## src/rtl/divu_sequencer.sv

```systemverilog
// divu_sequencer: multi-cycle unsigned divide controller for the EX stage.
// Runs a restoring shift-subtract divide, one quotient bit per cycle, holds the
// pipeline stall line while busy and presents the results for a single cycle.
`timescale 1ns/1ps

module divu_sequencer #(
    parameter int unsigned WIDTH = 32,
    parameter int unsigned CNT_W = 6
) (
    input  logic             clk,
    input  logic             rst_n,
    input  logic             start,
    input  logic [WIDTH-1:0] dividend,
    input  logic [WIDTH-1:0] divisor,
    input  logic             flush,
    output logic             busy,
    output logic             stall,
    output logic             done,
    output logic [WIDTH-1:0] quotient,
    output logic [WIDTH-1:0] remainder
);

    typedef enum logic [1:0] {
        StIdle = 2'd0,
        StRun  = 2'd1,
        StDone = 2'd2
    } state_e;

    // Counter value seen in the final RUN cycle.
    localparam logic [CNT_W-1:0] CntLast = CNT_W'(WIDTH - 1);

    state_e           state_q, state_d;
    logic [WIDTH-1:0] q_q, q_d;
    logic [WIDTH-1:0] r_q, r_d;
    logic [WIDTH-1:0] dvsr_q, dvsr_d;
    logic [CNT_W-1:0] cnt_q, cnt_d;

    logic [WIDTH:0]   r_shift;
    logic [WIDTH:0]   trial;
    logic             trial_neg;

    // One restoring step: shift {R,Q} left and trial-subtract the divisor.
    // R < divisor always holds, so bit WIDTH of trial is set exactly when
    // the subtraction borrowed.
    always_comb begin
        r_shift   = {r_q, q_q[WIDTH-1]};
        trial     = r_shift - {1'b0, dvsr_q};
        trial_neg = trial[WIDTH];
    end

    // Next-state and datapath update.
    always_comb begin
        state_d = state_q;
        q_d     = q_q;
        r_d     = r_q;
        dvsr_d  = dvsr_q;
        cnt_d   = cnt_q;

        unique case (state_q)
            StIdle: begin
                if (start && !flush) begin
                    if (divisor != '0) begin
                        dvsr_d  = divisor;
                        q_d     = dividend;
                        r_d     = '0;
                        cnt_d   = '0;
                        state_d = StRun;
                    end else begin
                        // Divide by zero: skip RUN, report all-ones / dividend.
                        q_d     = '1;
                        r_d     = dividend;
                        state_d = StDone;
                    end
                end
            end

            StRun: begin
                if (trial_neg) begin
                    r_d = r_shift[WIDTH-1:0];
                    q_d = {q_q[WIDTH-2:0], 1'b0};
                end else begin
                    r_d = trial[WIDTH-1:0];
                    q_d = {q_q[WIDTH-2:0], 1'b1};
                end
                cnt_d = cnt_q + 1'b1;
                if (cnt_q == CntLast) begin
                    state_d = StDone;
                end
            end

            StDone: begin
                state_d = StIdle;
            end

            default: begin
                state_d = StIdle;
            end
        endcase

        // Flush aborts from any state; register contents are left as-is.
        if (flush) begin
            state_d = StIdle;
        end
    end

    // State and datapath registers with asynchronous clear.
    always_ff @(posedge clk or negedge rst_n) begin
        if (!rst_n) begin
            state_q <= StIdle;
            q_q     <= '0;
            r_q     <= '0;
            dvsr_q  <= '0;
            cnt_q   <= '0;
        end else begin
            state_q <= state_d;
            q_q     <= q_d;
            r_q     <= r_d;
            dvsr_q  <= dvsr_d;
            cnt_q   <= cnt_d;
        end
    end

    // Outputs: stall follows start combinationally in IDLE so the requesting
    // instruction freezes in the cycle it arrives; results gated by done.
    always_comb begin
        busy      = (state_q == StRun);
        stall     = ((state_q == StIdle) && start) || (state_q == StRun);
        done      = (state_q == StDone) && !flush;
        quotient  = done ? q_q : '0;
        remainder = done ? r_q : '0;
    end

endmodule

```

## config.mk

```make
export PLATFORM = sky130hd
export DESIGN_NAME = divu_sequencer
export DESIGN_NICKNAME = d
export VERILOG_FILES = /design/src/rtl/divu_sequencer.sv
export SDC_FILE = /design/constraint.sdc
export NUM_CORES = 1
export LEC_CHECK = 0
export CORE_MARGIN = 8
export CORE_UTILIZATION = 40
export DETAILED_ROUTE_END_ITERATION = 8
export GPL_ROUTABILITY_DRIVEN = 0
export HOLD_SLACK_MARGIN = 0.12
export PLACE_DENSITY_LB_ADDON = 0.3
export SYNTH_ARGS = -nofsm -noshare
export SYNTH_HDL_FRONTEND = slang
export SYNTH_SLANG_ARGS = --single-unit
```

## constraint.sdc

```tcl
create_clock -name clk -period 4.2 [get_ports clk]
set_clock_uncertainty 0.1 [all_clocks]
set_input_delay 1.26 -clock clk [delete_from_list [all_inputs] [get_ports clk]]
set_output_delay 1.26 -clock clk [all_outputs]
set_load 0.005 [all_outputs]
```

==> flow_summary.ini, run 1 <==
[outcome]
status = completed

[die]
num_rows = 49
start_util = 0.4055
design.die.area_um2 = 22650
core_area_um2 = 17840
die_w_um = 150.5
io_pins = 135
dieHeight_um = 150.5

[synth]
synth.top_cell.area_share = 0.3597
synth_seq_cells = 104
synth_warnings = 0
synth_edf_count = 0
synth_top_flop_cell = dfrtp_1
syn-num-nets = 1006
avgSynthCellArea_um2 = 8.003
synth_common_cells = dfrtp_1 (104), nand2_1 (98), nor2_1 (91)
synth_cell_types = 61
yosys.area.top_type = dfrtp_1
synthArstFlopShare = 1.000
synth_most_common_cell = dfrtp_1
synthesis.instances = 904
yosysSeqAreaShare = 0.3597
synth.area.top_cells = dfrtp_1 (36%), and2_1 (5.9%), ha_1 (5.7%)
netlist_area_um2 = 7234

[clock_tree]
h-tree-depth = 3
cts_max_path_buffers = 2
cts_root_buf = clkbuf_16
worstSkewPairLatency_ps = 360
tritoncts = done
numCtsBuffers = 9
path_clk_slew_ps = 70
clock_sink_count = 104

[routing]
wl_mm = 21.56
wl_per_cell_um = 17.36
antenna_left = 0
via_count = 6757
vias_per_cell = 5.440
drt_iter0_drc = 364
drcViolationCount = 0
drtPass1Iterations = 5

[sta]
finalCriticalPeriod_ps = 4118
slew_headroom = 0.4430
finalSetupViolations = 0
rsz0062_at_grt = false
max_freq_mhz = 242.9
worst_slew_pin_slew_ps = 835.4
holdWs_ps = 393.7
hold_viol_final = 0
fin_crit_sh = 0.9804
slew_violations = 0

[critical_path]
path_max_fanout = 23
r2r_slack_ps = 540
worstReg2RegStart = q_q[31]
slowest_stage = clkdlybuf4s50_1
critical-path-top-delay-family = buffers and inverters
r2r-end = r_q[10]
cp_num_buf_inv = 4
r2r_cells = 14
cp.arrival_ps = 2760
critical_path.cell_chain = dlygate4sd2_1, nor3b_4, buf_6, bufbuf_16, and2_1, clkdlybuf4s50_1
crit_path_end_kind = output pin
cp_data_required_time_ps = 2840
worstSetupPathType = primary input to output pin
cp-start-kind = primary input
cpPeakStageDelay_ps = 500

[layout]
area_growth_pct = 26.88
nFillCells = 1714
antenna_cells = 0
instances_no_fill = 1242
fin_nets = 1110
drive_gt1_frac = 0.06318

[min_path]
hold_class = flop to flop
hold_end = q_q[26]
worstHoldPathCells = 2
hold_path.startpoint = q_q[26]

[grt]
grt_antenna_before_repair = 0
grt_pass1_vias = 6813
grtUsageTotal = 0.1938
grt_max_degree = 66
grt_pass1_wl_mm = 34.97
grt-ovfl-total = 0

[placed_design]
dpl.hpwl_mm = 16.00
port_buffers = 134
dp.cells = 1223

[power]
ir_drop_mv = 0.3168
leakagePower_nw = 3.947
power_density_nw_per_um2 = 586.4

[run]
max-cap-violations = 0
[cell type report]
| cell class | instances | area [µm²] | share of cell area |
|---|---|---|---|
| Clock buffer | 9 | 225.2 | 0.02454 |
| Clock inverter | 7 | 96.34 | 0.01050 |
| Inverter | 42 | 157.7 | 0.01718 |
| Multi-Input combinational cell | 697 | 4248 | 0.4628 |
| Sequential cell | 104 | 2603 | 0.2835 |
| Tap cell | 229 | 286.5 | 0.03122 |
| Timing Repair Buffer | 154 | 1563 | 0.1703 |
[metal layers]
metal / up-vias / GRT usage / part of all wire
met5: - / 0 / 0
met4: 0 / 0.04248 / 0.014
met3: 24 / 0.04629 / 0.048
met2: 128 / 0.3300 / 0.49
met1: 3223 / 0.2439 / 0.45
li1: 3382 / - / -
[cell usage in the layout, fill, tap and decap left out, types with 4 or more instances in the layout]
master,count
clkdlybuf4s50_1,130
nand3_1,7
and3_1,7
a221o_1,4
o22ai_1,9
nand2_1,98
nor3_1,41
a21oi_1,73
o31ai_1,33
and2_1,68
o21ai_1,6
nand2b_1,7
clkbuf_16,9
a211o_1,4
inv_1,41
or3_1,5
dfrtp_1,104
nand4_1,8
a31oi_1,22
a211oi_1,4
a21o_1,10
buf_4,15
ha_1,33
o21bai_1,4
o21ai_0,56
o21a_1,5
mux2i_1,4
or2_2,4
nor2b_1,5
xor2_1,18
xnor2_1,14
nor2_1,91
mux2_2,4
nor4_1,11
o211ai_1,7
[worst max-delay path by stage]
stage,slack [ps],start,to,cells after the start
6_report,80,flush,quotient[16],6
4_1_cts,40,flush,quotient[25],6
3_5_place_dp,-80,flush,remainder[26],5
5_1_grt,20,flush,quotient[19],6
2_1_floorplan,760,flush,quotient[10],4
3_3_place_gp,-30,flush,remainder[15],5
[flip-flops by register name (all words and copies together) (netlist names)]
| register | flops |
|---|---|
| dvsr_q | 32 |
| q_q | 32 |
| state_q | 2 |
| r_q | 32 |
| cnt_q | 6 |
[power breakdown]
part,internal [W],switching [W],leakage (nW),total [W]
combinational,0.00125,0.00166,2.52,0.00291
clock,0.000523,0.000402,0.148,0.000925
sequential,0.00126,0.000288,1.27,0.00155
total,0.00303,0.00235,3.95,0.00538
[worst reg2reg max path: cells and delay by family (launching register included)]
family          cells  cell delay [ps]
buf+inv             3              750
flops               1              400
fa+ha+maj           2              620
compound gates      5             1130
simple gates        4              540
[per-stage QoR]
step	utilization	instance area (µm²)	setup WS, ps	setup TNS, ps	power, W
6_report	0.5145	9179	82.46	0	0.005382
2_1_floorplan	-	7234	761.2	0	0.003800
5_1_grt	0.5145	9179	22.27	0	0.005830
3_3_place_gp	0.4928	8792	-32.21	-790.2	0.004420
3_5_place_dp	0.4928	8792	-77.59	-1603	0.004459
4_1_cts	0.5140	9170	35.01	0	0.005414
[cell families after synthesis]
group / count (synthesis) / synth area share
simple gates: 366 / 0.2475
xor+xnor: 32 / 0.03874
mux: 8 / 0.01176
fa+ha+maj: 34 / 0.05984
flops: 104 / 0.3597
compound gates: 257 / 0.2233
buf+inv: 103 / 0.05915
[timing repair]
action	4_1_cts	5_1_grt
buffers inserted	2	0
pin swaps	1	1
hold buffers	0	0
setup endpoints to repair	64	7
cloned	1	0
gates resized for setup	3	3
(Power assumes the default switching activity.)
==> run 2, diff against run 1 <==
Settings changed: HOLD_SLACK_MARGIN 0.12 to unset, SKIP_LAST_GASP set to 1.
==> results of run 2 <==
Same layout as run 1: the final DEF is identical, and so are final timing and power.
